[config.mk]
export PLATFORM = sky130hd
export DESIGN_NAME = draw_arbiter
export DESIGN_NICKNAME = d
export VERILOG_FILES = /design/src/rtl/draw_arbiter_pkg.sv /design/src/rtl/draw_arbiter_priority_encoder_lsb.sv /design/src/rtl/draw_arbiter.sv
export SDC_FILE = /design/constraint.sdc
export NUM_CORES = 1
export LEC_CHECK = 0
export BUFFER_PORTS_ARGS = -buffer_cell sky130_fd_sc_hd__buf_2
export CAP_MARGIN = 20
export CORE_MARGIN = 4
export CORE_UTILIZATION = 42
export CTS_CLUSTER_DIAMETER = 150
export CTS_CLUSTER_SIZE = 28
export DETAILED_ROUTE_END_ITERATION = 10
export PLACE_DENSITY = 0.87
export SETUP_SLACK_MARGIN = 0.15
export SLEW_MARGIN = 25
export SYNTH_ARGS = -nofsm -noshare
export SYNTH_HDL_FRONTEND = slang
export SYNTH_SLANG_ARGS = --single-unit
[constraint.sdc]
create_clock -name clk -period 2.35 [get_ports clk]
set_input_delay 0.235 -clock clk [delete_from_list [all_inputs] [get_ports clk]]
set_output_delay 0.235 -clock clk [all_outputs]
set_load 0.01 [all_outputs]
[src/rtl/draw_arbiter_pkg.sv]
// Shared types and widths for the draw arbiter: FSM state encoding and
// the VGA pixel coordinate/colour widths.
package draw_arbiter_pkg;

    localparam int X_W     = 9;
    localparam int Y_W     = 8;
    localparam int COLOR_W = 12;

    typedef enum logic [2:0] {
        IDLE       = 3'd0,
        SCAN       = 3'd1,
        GRANT      = 3'd2,
        WAIT_DONE  = 3'd3,
        FRAME_DONE = 3'd4
    } state_t;

endpackage

[src/rtl/draw_arbiter_priority_encoder_lsb.sv]
// Lowest-set-bit priority encoder: maps the pending-engine mask to the index
// of the engine that paints next (index 0 is painted first).
module draw_arbiter_priority_encoder_lsb #(
    parameter int N_SRC = 4,
    parameter int IDX_W = 2
) (
    input  logic [N_SRC-1:0] mask,
    output logic [IDX_W-1:0] idx
);

    // Scanning downward lets the lowest set bit win.
    always_comb begin
        idx = '0;
        for (int i = N_SRC - 1; i >= 0; i--) begin
            if (mask[i]) begin
                idx = IDX_W'(i);
            end
        end
    end

endmodule

[src/rtl/draw_arbiter.sv]
// Sequences the per-object draw engines in painter's order and muxes the granted
// engine's pixel stream onto the VGA write port. DRAW_TIMEOUT_EN adds a per-engine watchdog.
//
// state      | meaning
// IDLE       | waiting for frame_start
// SCAN       | pick lowest pending engine, or finish the frame
// GRANT      | one-cycle enable_draw to the chosen engine
// WAIT_DONE  | stream the engine's pixels until its done pulse
// FRAME_DONE | one-cycle frame_done, then back to IDLE
module draw_arbiter
    import draw_arbiter_pkg::*;
#(
    parameter int N_SRC          = 4,
    parameter int IDX_W          = 2,
    parameter int TIMEOUT_CYCLES = 8192
) (
    input  logic                     clk,
    input  logic                     resetn,
    input  logic                     frame_start,
    input  logic [N_SRC-1:0]         src_active,
    input  logic [X_W*N_SRC-1:0]     src_x,
    input  logic [Y_W*N_SRC-1:0]     src_y,
    input  logic [COLOR_W*N_SRC-1:0] src_color,
    input  logic [N_SRC-1:0]         src_we,
    input  logic [N_SRC-1:0]         src_done,
    output logic [N_SRC-1:0]         enable_draw,
    output logic [X_W-1:0]           vga_x,
    output logic [Y_W-1:0]           vga_y,
    output logic [COLOR_W-1:0]       vga_color,
    output logic                     vga_we,
    output logic                     busy,
    output logic                     frame_done,
    output logic                     timeout_err
);

    if ((1 << IDX_W) < N_SRC) begin : g_idx_w_check
        $error("IDX_W is too narrow to index N_SRC engines");
    end
    if (TIMEOUT_CYCLES < 2) begin : g_timeout_check
        $error("TIMEOUT_CYCLES must be at least 2");
    end

    state_t             state_q, state_d;
    logic [N_SRC-1:0]   pending_q, pending_d;
    logic [IDX_W-1:0]   cur_q, cur_d;
    logic [IDX_W-1:0]   lsb_idx;

    logic [X_W-1:0]     vga_x_q, vga_x_d;
    logic [Y_W-1:0]     vga_y_q, vga_y_d;
    logic [COLOR_W-1:0] vga_color_q, vga_color_d;
    logic               vga_we_q, vga_we_d;

    logic [X_W-1:0]     sel_x;
    logic [Y_W-1:0]     sel_y;
    logic [COLOR_W-1:0] sel_color;
    logic               sel_we;
    logic               sel_done;
    logic [N_SRC-1:0]   cur_onehot;

`ifdef DRAW_TIMEOUT_EN
    localparam int CNT_W = $clog2(TIMEOUT_CYCLES);
    logic [CNT_W-1:0]   to_cnt_q, to_cnt_d;
    logic               timeout_err_q, timeout_err_d;
`endif

    draw_arbiter_priority_encoder_lsb #(
        .N_SRC (N_SRC),
        .IDX_W (IDX_W)
    ) u_lsb (
        .mask (pending_q),
        .idx  (lsb_idx)
    );

    // Select the granted engine's slice; an out-of-range index selects nothing.
    always_comb begin
        sel_x      = '0;
        sel_y      = '0;
        sel_color  = '0;
        sel_we     = 1'b0;
        sel_done   = 1'b0;
        cur_onehot = '0;
        for (int i = 0; i < N_SRC; i++) begin
            if (cur_q == IDX_W'(i)) begin
                sel_x         = src_x[i*X_W +: X_W];
                sel_y         = src_y[i*Y_W +: Y_W];
                sel_color     = src_color[i*COLOR_W +: COLOR_W];
                sel_we        = src_we[i];
                sel_done      = src_done[i];
                cur_onehot[i] = 1'b1;
            end
        end
    end

    always_comb begin
        state_d   = state_q;
        pending_d = pending_q;
        cur_d     = cur_q;
`ifdef DRAW_TIMEOUT_EN
        to_cnt_d      = to_cnt_q;
        timeout_err_d = timeout_err_q;
`endif
        case (state_q)
            IDLE: begin
                if (frame_start) begin
                    pending_d = src_active;
                    state_d   = SCAN;
                end
            end
            SCAN: begin
                if (pending_q == '0) begin
                    state_d = FRAME_DONE;
                end else begin
                    cur_d   = lsb_idx;
                    state_d = GRANT;
                end
            end
            GRANT: begin
                state_d = WAIT_DONE;
`ifdef DRAW_TIMEOUT_EN
                to_cnt_d = '0;
`endif
            end
            WAIT_DONE: begin
                // A done pulse on the same cycle as the watchdog expiring wins.
                if (sel_done) begin
                    pending_d = pending_q & ~cur_onehot;
                    state_d   = SCAN;
                end
`ifdef DRAW_TIMEOUT_EN
                else if (to_cnt_q == CNT_W'(TIMEOUT_CYCLES - 1)) begin
                    pending_d     = pending_q & ~cur_onehot;
                    timeout_err_d = 1'b1;
                    state_d       = SCAN;
                end else begin
                    to_cnt_d = to_cnt_q + CNT_W'(1);
                end
`endif
            end
            FRAME_DONE: begin
                state_d = IDLE;
            end
            default: begin
                state_d = IDLE;
            end
        endcase
    end

    always_comb begin
        vga_x_d     = sel_x;
        vga_y_d     = sel_y;
        vga_color_d = sel_color;
        vga_we_d    = sel_we & (state_q == WAIT_DONE);
    end

    always_ff @(posedge clk or negedge resetn) begin
        if (!resetn) begin
            state_q     <= IDLE;
            pending_q   <= '0;
            cur_q       <= '0;
            vga_x_q     <= '0;
            vga_y_q     <= '0;
            vga_color_q <= '0;
            vga_we_q    <= 1'b0;
        end else begin
            state_q     <= state_d;
            pending_q   <= pending_d;
            cur_q       <= cur_d;
            vga_x_q     <= vga_x_d;
            vga_y_q     <= vga_y_d;
            vga_color_q <= vga_color_d;
            vga_we_q    <= vga_we_d;
        end
    end

`ifdef DRAW_TIMEOUT_EN
    always_ff @(posedge clk or negedge resetn) begin
        if (!resetn) begin
            to_cnt_q      <= '0;
            timeout_err_q <= 1'b0;
        end else begin
            to_cnt_q      <= to_cnt_d;
            timeout_err_q <= timeout_err_d;
        end
    end

    assign timeout_err = timeout_err_q;
`else
    assign timeout_err = 1'b0;
`endif

    assign enable_draw = (state_q == GRANT) ? cur_onehot : '0;
    assign frame_done  = (state_q == FRAME_DONE);
    assign busy        = (state_q != IDLE);
    assign vga_x       = vga_x_q;
    assign vga_y       = vga_y_q;
    assign vga_color   = vga_color_q;
    assign vga_we      = vga_we_q;

endmodule

* Word-level counts from Yosys, hierarchy flattened
Index checks and enable logic that the tools add are counted.
Word-level totals: word-level logic and storage cells 64, memories kept 0, ROM bits 0, bits in latches 0, register bits after elaboration 39, RAM bits 0, input bits 131
Operators by class: shifts and indexed selects 0, reductions and logical operators 8, multiply operators 0, bitwise operators 4, multiplexer cells 36, $add $sub $neg 0, divide/modulo/power cells 0, equality and inequality tests 9, magnitude comparators 0
Operator list (number):
- two-way mux 12 bit | 4
- two-way mux 9 bit | 4
- two-way mux 8 bit | 4
- two-way mux 1 bit | 12
- two-way mux 4 bit | 3
- case mux 3 bit (4 select lines) | 1
- two-way mux 3 bit | 3
- two-way mux 2 bit | 4
- case mux 4 bit (2 select lines) | 1
- == test 3 x 2 -> 1 bit, second input constant | 2
- AND 4 bit | 1
- == test 2 bit, second input constant | 2
- logical NOT 4 bit | 1
- inequality test 2 bit, second input constant | 2
- NOT 4 bit | 1
- AND reduction 2 bit | 2
- == test 3 x 1 -> 1 bit, second input constant | 1
- == test 3 bit, second input constant | 1
- logical NOT 3 bit | 1
- AND reduction 3 bit | 1
- nonzero test 3 bit | 1
- == test 2 x 1 -> 1 bit, second input constant | 1
- logical NOT 2 bit | 1
- nonzero test 2 bit | 1
- 2 further kinds | 2

* Depth between registers and ports, before layout
Gate-level depths: netlist (run 1).
depth after elaboration 7, gate-level depth with buffers 5, gate-level depth less buffers 3

* Hierarchy
Synthesis (run 1) repeated with hierarchy kept, for this count alone.
Second synthesis, totals: cells, all modules 126, area total of the unflattened synthesis 2038.2 um2
Modules (own cells, without submodules):
- draw_arbiter | area an instance 2010.7 um2, instances 1, cells an instance 121
- draw_arbiter_priority_encoder_lsb | area an instance 27.5 um2, instances 1, cells an instance 5

* Worst setup path after synthesis (run 1)
OpenSTA, ideal clock, no wires.
path type register to register, start register cur_q[0], end register pending_q[0], data arrival time 1.210 ns, setup time 0.130 ns, cell stages (with the launch flop) 6, path slack 1.010 ns, cell sequence dfrtp_1 -> buf_6 -> buf_6 -> or3b_1 -> a32oi_1 -> o21ai_0
Between the ends: word-level cells in the longest chain between the ends 7
RTL lines:
- from (decl) | RTL line draw_arbiter.sv:45 | logic [IDX_W-1:0] cur_q, cur_d;
- from (signal assigned) | RTL line draw_arbiter.sv:167 | cur_q <= cur_d;
- logical NOT 2 bit | RTL line draw_arbiter.sv:83 | if (cur_q == IDX_W'(i)) begin
- two-way mux 1 bit (4 in a row) | RTL line draw_arbiter.sv:83
- inequality test 2 bit (no source line)
- AND reduction 3 bit (no source line)
- to (signal assigned) | RTL line draw_arbiter.sv:166 | pending_q <= pending_d;
- to (decl) | RTL line draw_arbiter.sv:44 | logic [N_SRC-1:0] pending_q, pending_d;
Parallel ways exist; a longest one is shown, timed or not. The select of a mux whose other input is x is not followed. A chain may end at the register's enable or synchronous reset.

* Worst setup path in the final report (run 1)
start register cur_q[0], end register vga_y_q[2], in the netlist vga_y[2]
Between the ends: word-level cells in the longest chain between the ends 5
RTL lines:
- logical NOT 2 bit | RTL line draw_arbiter.sv:83
- two-way mux 8 bit (3 in a row) | RTL line draw_arbiter.sv:83
- two-way mux 8 bit (*) | RTL line draw_arbiter.sv:83
- named net sel_y[2] | RTL line draw_arbiter.sv:54 | logic [Y_W-1:0] sel_y;
- to (signal assigned) | RTL line draw_arbiter.sv:169 | vga_y_q <= vga_y_d;
- to (decl) | RTL line draw_arbiter.sv:49 | logic [Y_W-1:0] vga_y_q, vga_y_d;
The timed path passes the listed nets; every way through them passes the cells marked *.

==> results.ini, run 1 <==
[status]
status=completed

[timing]
worst_slew_pin_slew_ns=0.849
drv_slew=0
period_share_pct=73.6
final-setup-viol-count=0
fmax_mhz=578
rsz0062_at_grt=no
finalHoldViolCount=0
min_period_ns=1.73
final.setup.tns_ns=0
clock_skew_ns=0.00414
slew_headroom_pct=43.4

[synth]
ys_top_cells_by_area=dfrtp_1, mux4_2, a32oi_1
yosys.area_share.simple_pct=7.23
synthXorXnorAreaFrac_pct=0
synthMuxAreaShare_pct=34.2
ys_ff_latch=39
synth_top_family_by_area=multiplexers
synth_fa_ha_area_share_pct=0
synthCells=129
yosysSeqAreaShare_pct=47.8
async_flop_share_pct=100
yosysTopAreaCell=dfrtp_1
synth_compound_area_share_pct=5.70
yosysWarnings=0
synth_ff_type=dfrtp_1
syn_avg_cell_area_um2=15.8
yosys.area.top_type_share_pct=47.8
netlist-cell-type-count=31
synth-edff-count=0
synth.net_count=260
synthesis.area_um2=2040

[clocking]
h-tree-depth=2
cts_resized=0
clock_path_buffers=2
cts_hold_buf=0
cts.sinks=39
cts_setup_buffers=0
numCtsBuffers=5
cts-root-buf=clkbuf_8
insertion_delay_ns=0.29
cts_tree=yes
clk_pin_slew_ns=0.08

[placed_design]
gp_congestion=0.829
portBuffers=166
placed_cells=352
post-dp-hpwl_um=5410

[setup_path]
critPathKind=flip-flop to flip-flop
worstPathArrival_ns=1.88
cp_slowest_stage_delay_ns=0.72
critPathTopFamily=flip-flops
r2r_slack_ns=0.62
r2r_end=vga_y[2]
startpoint_type=flip-flop
cp.required_ns=2.51
cp-startpoint=cur_q[0]
reg2reg_depth=2
crit_fanout=24
worst_r2r_startpoint=cur_q[0]
crit_chain=buf_4, mux4_2
crit_slowest_cell=dfrtp_2
crit_buf_inv=1
end_kind=flip-flop

[power_and_ir_drop]
ir_drop_mv=0.408
power_mw=3.23
p_clk_share_pct=17.9
p_sw_mw=1.12
p_sw_share_pct=34.7
powerDensity_nw_per_um2=1070
p_leak_nw=1.47
combinationalPowerShare_pct=44.1
p_seq_share_pct=38.0
p_int_mw=2.11

[floorplan]
die_w_um=77.8
core_um2=4720
initial_core_util_pct=43.3
ioPinCount=168
dieArea_um2=6050
die_y_um=77.8
num_rows=25

[cells_and_area]
multi_input_area_um2=966
stdcell_count=360
drive_above_1_share_pct=71.7
area_growth_pct=47.6
num-fill-cells=357
nets=423
num_antenna_cells=0
regArea_um2=977

[routing]
drtPass1Iterations=4
viasPerCell=5.06
avgRoutedWirePerCell_um=18.4
antenna_left=0
drt_drc_violations_left=0
drtIter0Drc=84
vias=1820
wirelength_um=6610

[global_routing]
grt_pass1_vias=1954
grt_antenna_before_repair=0
grt_pass1_wl_um=10100
track_usage_pct=22.2
grt_max_degree=40
grt.overflow.total=0

[flow_run]
maxCapViolCount=0

[min_path]
holdCritPathClass=input pin to async pin

==> final cells by class <==
type | count | share of cell area (%)
flip-flops and latches | 39 | 32.4
multi-input cells | 72 | 32.0
repair buffers | 169 | 28.3
well taps | 67 | 2.78
clock buffers | 6 | 2.74
clock inverters | 2 | 1.16
inverters | 5 | 0.622
==> per-layer routing <==
layer | up-vias | GRT usage, % | wire length (um) | part of all wire [%]
met4 | 0 | 6.41 | 119 | 1.8
met2 | 98 | 39.6 | 3570 | 54
met5 | - | 0 | 0 | 0
met1 | 879 | 24.6 | 2330 | 35
met3 | 9 | 8.24 | 589 | 8.9
li1 | 834 | - | - | -
==> stage by stage <==
step	hold slack, ns	setup slack, ns	utilization (%)	instance area [um^2]
global route	0.111	0.452	63.9	3020
CTS	0.0729	0.573	63.9	3020
global placement	0.380	0.639	61.4	2900
detailed placement	0.389	0.577	61.4	2900
floorplan	-0.0606	1.01	-	2040
finish	0.0459	0.621	63.9	3020
==> worst reg2reg max path, cell delays in order, from the launching register on <==
cell and delay (ns):
dfrtp_2 0.72, buf_4 0.34, mux4_2 0.53
==> cells in the mapped netlist, types with 2 or more instances <==
cell type / count
dfrtp_1: 39
mux4_2: 31
buf_2: 6
inv_1: 5
o21ai_0: 5
a32oi_1: 4
nor2_1: 4
a21oi_1: 3
buf_4: 3
nand2_1: 3
nor3b_1: 3
buf_6: 2
nand3b_1: 2
or3b_1: 2
==> worst max path at each step <==
stage                     cells after the start      endpoint
after floorplan                               5  pending_q[0]
after global placement                        2  vga_color[8]
after detailed placement                      2  vga_color[6]
after CTS                                     2      vga_y[2]
after global routing                          2  vga_color[6]
final                                         2      vga_y[2]
==> registers in the layout, indices dropped and copies added, names as in the netlist <==
name,cells
pending_q,4
vga_we,1
cur_q,2
vga_x,9
state_q,3
vga_y,8
vga_color,12
==> power groups by stage <==
stage	sequential (mW)	clock (mW)	combinational (mW)
after floorplan	1.22	0	0.958
after global placement	1.23	0	1.39
after detailed placement	1.24	0	1.44
after CTS	1.23	0.585	1.44
after global routing	1.28	0.618	1.54
final	1.23	0.578	1.42
==> placed cells by master, fill, tap and decap left out, types with 2 or more instances in the layout <==
cell type  count
buf_2        166
nor2_1         4
dfrtp_1       38
or3b_1         2
a21oi_1        3
nand3b_1       2
nand2_1        3
inv_1          5
buf_4          3
a32oi_1        4
mux4_2        31
o21ai_0        5
clkbuf_8       6
nor3b_1        3
==> cells by family (layout without fill, tap and decap cells) <==
family | Yosys count | after routing
and+or+nand+nor | 23 | 23
other | 1 | 1
DFF | 39 | 39
AOI/OAI and AO/OA | 17 | 17
buffers and inverters | 18 | 182
muxes | 31 | 31
(Power assumes the default switching activity.)
==> inputs of run 2 (changes only) <==
--- a/config.mk
+++ b/config.mk
@@ -5,14 +5,15 @@
 export SDC_FILE = /design/constraint.sdc
 export NUM_CORES = 1
 export LEC_CHECK = 0
+export ABC_AREA = 1
 export BUFFER_PORTS_ARGS = -buffer_cell sky130_fd_sc_hd__buf_2
 export CAP_MARGIN = 20
 export CORE_MARGIN = 4
-export CORE_UTILIZATION = 42
+export CORE_UTILIZATION = 40
 export CTS_CLUSTER_DIAMETER = 150
 export CTS_CLUSTER_SIZE = 28
 export DETAILED_ROUTE_END_ITERATION = 10
-export PLACE_DENSITY = 0.87
+export PLACE_DENSITY = 0.82
 export SETUP_SLACK_MARGIN = 0.15
 export SLEW_MARGIN = 25
 export SYNTH_ARGS = -nofsm -noshare
==> constraint.sdc (replaced) <==
create_clock -name clk -period 1.8 [get_ports clk]
set_input_delay 0.18 -clock clk [delete_from_list [all_inputs] [get_ports clk]]
set_output_delay 0.18 -clock clk [all_outputs]
set_load 0.01 [all_outputs]
==> run 2 against run 1 <==
Effect of this change: cell count grew 43%; sequential share of layout area shrank 1.2 points; critical path depth grew 2; non-clock buffer count grew 5.
==> results.ini, run 2 <==
[floorplan]
die_y_um=81.6  ; +4.9%
core_um2=5170  ; +9.5%
num_rows=26  ; +4.0%
dieArea_um2=6660  ; +10%
initial_core_util_pct=41.9  ; -1.4 points
die_w_um=81.6  ; +4.9%
ioPinCount=168  ; unchanged

[routing]
drtPass1Iterations=4  ; unchanged
antenna_left=0  ; unchanged
drtIter0Drc=108  ; +29%
avgRoutedWirePerCell_um=14.8  ; -20%
vias=2606  ; +43%
drt_drc_violations_left=0  ; unchanged
viasPerCell=5.06  ; about the same
wirelength_um=7610  ; +15%

[synth]
netlist-cell-type-count=27  ; -13%
synth.net_count=414  ; +59%
synthesis.area_um2=2170  ; +6.0%
yosysSeqAreaShare_pct=45.1  ; -2.7 points
synth-edff-count=0  ; unchanged
yosys.cell_count.top_type=nand2_1
synth_common_cells=nand2_1, dfrtp_1, nand4_1
synth_ff_type=dfrtp_1
ys_ff_latch=39  ; unchanged
yosysWarnings=0  ; unchanged
async_flop_share_pct=100  ; unchanged
syn_avg_cell_area_um2=7.65  ; -52%
yosys.area.top_type_share_pct=45.1  ; -2.7 points
yosysTopAreaCell=dfrtp_1
ys_top_cells_by_area=dfrtp_1, nand2_1, nand4_1
synthCells=283  ; +120%

[cells_and_area]
num_antenna_cells=0  ; unchanged
layout_commonest_cell=buf_2
area_growth_pct=44.5
nets=576  ; +36%
drive_above_1_share_pct=44.5  ; -27 points
largest_reg_flops=12  ; unchanged
layout_common_cells=buf_2, nand2_1, dfrtp_1

[setup_path]
cp.required_ns=1.62  ; -0.89 ns
end_kind=output port
worst_r2r_startpoint=cur_q[1]
cp-startpoint=state_q[2]
crit_fanout=5  ; -79%
critPathKind=flip-flop to output port
startpoint_type=flip-flop
worstPathArrival_ns=1.36  ; -0.52 ns

[min_path]
holdCritPathClass=input pin to flip-flop
hp-start=src_color[0]

[timing]
period_share_pct=85.3
final.setup.tns_ns=0  ; unchanged
drv_slew=0  ; unchanged
worst_slew_pin_slew_ns=0.557  ; -0.292 ns
clock_skew_ns=0.00614  ; +0.00200 ns
min_period_ns=1.54
rsz0062_at_grt=no
fmax_mhz=651
final-setup-viol-count=0  ; unchanged
slew_headroom_pct=62.8  ; +19 points
finalHoldViolCount=0  ; unchanged
fin_ws_ns=0.264  ; -0.357 ns

[clocking]
numCtsBuffers=5  ; unchanged
cts-root-buf=clkbuf_8
insertion_delay_ns=0.28  ; about the same
clk_pin_slew_ns=0.08  ; about the same
cts_setup_buffers=0  ; unchanged
cts_tree=yes
cts.sinks=39  ; unchanged
h-tree-depth=2  ; unchanged
clock_path_buffers=2  ; unchanged

[global_routing]
grt_pass1_vias=2559  ; +31%
grt.overflow.total=0  ; unchanged
grt_pass1_wl_um=11600  ; +15%
track_usage_pct=22.4  ; +0.15 points
grt_max_degree=30  ; -25%
grt_antenna_before_repair=0  ; unchanged

[power_and_ir_drop]
p_leak_nw=1.68  ; +14%
ir_drop_mv=0.745  ; +82%
powerDensity_nw_per_um2=1450  ; +36%

[placed_design]
pre_cts_ws_ns=0.275  ; -0.301 ns
post-dp-hpwl_um=5930  ; +9.6%
gp_congestion=0.890  ; +7.4%
portBuffers=166  ; unchanged

[flow_run]
maxCapViolCount=0  ; unchanged

[status]
status=completed

[run 2: changes by cell type after synthesis, sizes merged, moves of 3 or more]
cell    change
a32oi       -4
mux4       -31
nand3      +34
inv         +6
buf         +3
nor2        +6
clkbuf      +3
nand4      +33
nand2     +116
nor3b       -4
[run 2: worst max-delay path: stages (launching register included)]
cell	delay [ns]
dfrtp_1	0.43
inv_2	0.12
nand3_1	0.21
nor2_2	0.16
buf_2	0.15
[run 2: path summary, 6_finish.rpt]
| kind | endpoint | slack, ns | cells after the start |
|---|---|---|---|
| setup / recovery | enable_draw[0] | 0.26 | 4 |
| hold / removal | vga_color[0] | 0.1 | 3 |
| setup reg to reg | vga_y[6] | 0.34 | 6 |
| hold reg to reg | cur_q[0] | 0.52 | 1 |
| max in group asynchronous | vga_color[8] | 0.78 | 3 |
| min in group asynchronous | vga_color[0] | 0.42 | 2 |
[run 2: layout make-up]
type	instances	area, um^2
multi-input combinational	214	1020
inverter	11	46.3
sequential	39	976
timing repair buffer	174	910
tap	70	87.6
clock inverter	1	5.00
clock buffer	6	82.6
fill	497	2040
[run 2: logic make-up after synthesis]
kind of cell           count (synthesis)  synth area share (%)
and+or+nand+nor                      202                  44.1
DFF                                   39                  45.1
buffers and inverters                 30                  7.80
AOI/OAI and AO/OA                     11                  2.89
other                                  1                 0.173
[run 2: repair_timing]
| item | 4_1_cts | 5_1_grt |
|---|---|---|
| resized for setup | 0 | 4 |
| endpoints found under the hold margin | 22 | 0 |
| hold buffers | 1 | 0 |
| setup endpoints to repair | 0 | 21 |
[run 2: metrics by stage]
step	instance area (um^2)	cells	total power, mW	hold WS (ns)	util (%)
after floorplan	2170	283	3.14	-0.116	-
after global placement	3020	507	3.87	0.190	58.5
after detailed placement	3020	507	3.96	0.192	58.5
after CTS	3120	515	4.57	0.0966	60.4
after global routing	3130	515	4.94	0.0928	60.5
final	3130	515	4.54	0.0996	60.5
[run 2: power breakdown]
part / total [mW] / switching, mW / internal [mW] / leakage [nW]
logic: 2.43 / 1.52 / 0.909 / 1.16
registers: 1.52 / 0.211 / 1.31 / 0.474
clock network: 0.598 / 0.297 / 0.301 / 0.0470
[run 2: metal layers]
layer | track usage, % | up-vias | wire [um] | share of wire (%)
met3 | 4.50 | 13 | 682 | 9.0
li1 | - | 1265 | - | -
met4 | 5.81 | 0 | 106 | 1.4
met5 | 0 | - | 0 | 0
met2 | 41.1 | 142 | 3920 | 51
met1 | 26.5 | 1186 | 2900 | 38
==> inputs of run 3 (changes only) <==
--- a/config.mk
+++ b/config.mk
@@ -6,14 +6,14 @@
 export NUM_CORES = 1
 export LEC_CHECK = 0
 export ABC_AREA = 1
-export BUFFER_PORTS_ARGS = -buffer_cell sky130_fd_sc_hd__buf_2
 export CAP_MARGIN = 20
 export CORE_MARGIN = 4
-export CORE_UTILIZATION = 40
+export CORE_UTILIZATION = 55
 export CTS_CLUSTER_DIAMETER = 150
 export CTS_CLUSTER_SIZE = 28
 export DETAILED_ROUTE_END_ITERATION = 10
-export PLACE_DENSITY = 0.82
+export DONT_BUFFER_PORTS = 1
+export PLACE_DENSITY = 0.71
 export SETUP_SLACK_MARGIN = 0.15
 export SLEW_MARGIN = 25
 export SYNTH_ARGS = -nofsm -noshare
==> run 3 against run 2 <==
Effect of this change: global-route usage grew 1.3 points; utilization grew 0.34 points; sequential share of layout area increased by 12 points; worst hold slack got worse by 0.076 ns; fmax is 0.91% higher; sequential power rose by 16%; largest cell class unchanged; highest routed layer unchanged.
==> results.ini, run 3 (synthesized netlist as in run 2, its figures left out) <==
[timing]
rsz0062_at_grt=no
slew_headroom_pct=65.9  ; +3.1 points
final.setup.tns_ns=0  ; unchanged
clock_skew_ns=0.00606  ; -0.0000807 ns
min_period_ns=1.52  ; -0.0139 ns
final-setup-viol-count=0  ; unchanged
worst_slew_pin_slew_ns=0.510  ; -0.0471 ns
period_share_pct=84.6  ; -0.77 points
drv_slew=0  ; unchanged
finalHoldViolCount=0  ; unchanged
fmax_mhz=657  ; +0.91%

[clocking]
insertion_delay_ns=0.28  ; about the same
cts-root-buf=clkbuf_8
h-tree-depth=2  ; unchanged
cts_tree=yes
cts_setup_buffers=0  ; unchanged
numCtsBuffers=5  ; unchanged
clk_pin_slew_ns=0.07  ; about the same
clock_path_buffers=2  ; unchanged
cts.sinks=39  ; unchanged

[routing]
vias=2024  ; -22%
wirelength_um=6140  ; -19%
antenna_left=0  ; unchanged
viasPerCell=6.19  ; +22%
drtPass1Iterations=4  ; unchanged
drt_drc_violations_left=0  ; unchanged
drtIter0Drc=143  ; +32%
avgRoutedWirePerCell_um=18.8  ; +27%

[global_routing]
track_usage_pct=23.7  ; +1.3 points
grt_max_degree=40  ; +33%
grt_use_met3_pct=6.25  ; +1.8 points
grt.met1_usage_pct=30.6  ; +4.1 points
grt_pass1_wl_um=9500  ; -18%
grt.overflow.total=0  ; unchanged
grt_pass1_vias=1847  ; -28%
busiest_layer=met2
gr-usage-met2_pct=40.3  ; -0.86 points
grt_antenna_before_repair=0  ; unchanged

[placed_design]
gp_congestion=0.978  ; +9.9%
portBuffers=0  ; -100%
post-dp-hpwl_um=4760  ; -20%

[setup_path]
cp.required_ns=1.62  ; about the same
r2r_slack_ns=0.39  ; +0.05 ns
cp-startpoint=cur_q[0]
startpoint_type=flip-flop
r2r_end=pending_q[1]
critPathKind=flip-flop to output port
crit_fanout=23  ; +18
worstPathArrival_ns=1.34  ; -0.02 ns
reg2reg_depth=9  ; +3
worst_r2r_startpoint=cur_q[1]
crit_path_end=enable_draw[1]
end_kind=output port

[power_and_ir_drop]
ir_drop_mv=0.992  ; +33%
p_seq_share_pct=42.8  ; +9.4 points
combinationalPowerShare_pct=40.9  ; -13 points
p_int_mw=2.28  ; -9.4%
p_sw_mw=1.86  ; -8.1%
p_sw_share_pct=44.9  ; +0.35 points
powerDensity_nw_per_um2=1820  ; +25%
p_clk_share_pct=16.3  ; +3.1 points
p_leak_nw=1.02  ; -39%

[cells_and_area]
layout_common_cells=nand2_1, dfrtp_1, nand4_1
largest_reg_flops=12  ; unchanged
nets=410  ; -29%
layout_commonest_cell=nand2_1
num_antenna_cells=0  ; unchanged
area_growth_pct=5.20
post-route-util_pct=60.9  ; +0.34 points
drive_above_1_share_pct=10.8  ; -34 points

[min_path]
holdCritPathClass=input pin to flip-flop

[floorplan]
ioPinCount=168  ; unchanged
num_rows=22  ; -15%
die_y_um=70.8  ; -13%
core_um2=3740  ; -28%
initial_core_util_pct=57.9  ; +16 points
die_w_um=70.8  ; -13%
dieArea_um2=5010  ; -25%

[status]
status=completed

[flow_run]
maxCapViolCount=0  ; unchanged

==> run 3: cell count changes in the layout (fill, tap and decap cells not counted) <==
cell	before	now
buf_2	166	0
buf_4	5	6
buf_6	1	0
bufinv_16	0	1
clkbuf_1	0	1
clkbuf_8	6	5
clkinv_2	1	0
inv_2	6	7
inv_4	2	1
nor2_1	8	9
nor2_2	2	1
==> run 3: routing by layer <==
metal / vias to the layer above / wire, um / share of wire [%]
met5: - / 0 / 0
met4: 0 / 35 / 0.57
met3: 4 / 586 / 9.5
met2: 133 / 3200 / 52
met1: 958 / 2320 / 38
li1: 929 / - / -
==> run 3: worst min-delay path by stage <==
stage	start	cells after the start	end	slack [ns]
after floorplan	resetn	0	cur_q[0]	-0.12
after global placement	resetn	0	vga_y[6]	-0.11
after detailed placement	resetn	0	vga_x[0]	-0.11
after CTS	src_color[7]	2	vga_color[7]	0.01
after global routing	src_x[2]	2	vga_x[2]	0.008
final	src_color[7]	2	vga_color[7]	0.02
==> run 3: repair_timing <==
| action | 4_1_cts | 5_1_grt |
|---|---|---|
| setup endpoints to repair | 0 | 0 |
| hold buffers | 2 | 0 |
| resized for setup | 0 | 0 |
| hold endpoints to repair | 39 | 0 |
==> run 3: critical path, stage by stage, from the launching register on <==
cell and delay, ns:
dfrtp_1 0.44, buf_4 0.30, nand2_1 0.11, nor2_1 0.21
==> run 3: stage by stage <==
stage | power [mW] | instance area, um^2 | hold WS, ns | worst slack (ns) | cells
after floorplan | 3.14 | 2170 | -0.116 | 0.596 | 283
after global placement | 3.43 | 2150 | -0.114 | 0.405 | 318
after detailed placement | 3.48 | 2150 | -0.115 | 0.394 | 318
after CTS | 4.19 | 2280 | 0.0134 | 0.244 | 327
after global routing | 4.49 | 2280 | 0.00834 | 0.162 | 327
final | 4.14 | 2280 | 0.0232 | 0.278 | 327
==> run 3: power by group through the flow <==
stage	Clock (mW)	Sequential (mW)	Combinational, mW
floorplan	0	1.68	1.46
global placement	0	1.79	1.64
detailed placement	0	1.80	1.68
CTS	0.699	1.78	1.71
global route	0.743	1.81	1.93
finish	0.674	1.77	1.69
==> run 3: layout make-up <==
| cell class | count | area (um^2) |
|---|---|---|
| fillers | 333 | 1470 |
| clock buffers | 6 | 72.6 |
| repair buffers | 8 | 75.1 |
| flip-flops and latches | 39 | 976 |
| multi-input cells | 214 | 1020 |
| inverters | 11 | 43.8 |
| well taps | 48 | 60.1 |
| clock inverters | 1 | 30.0 |
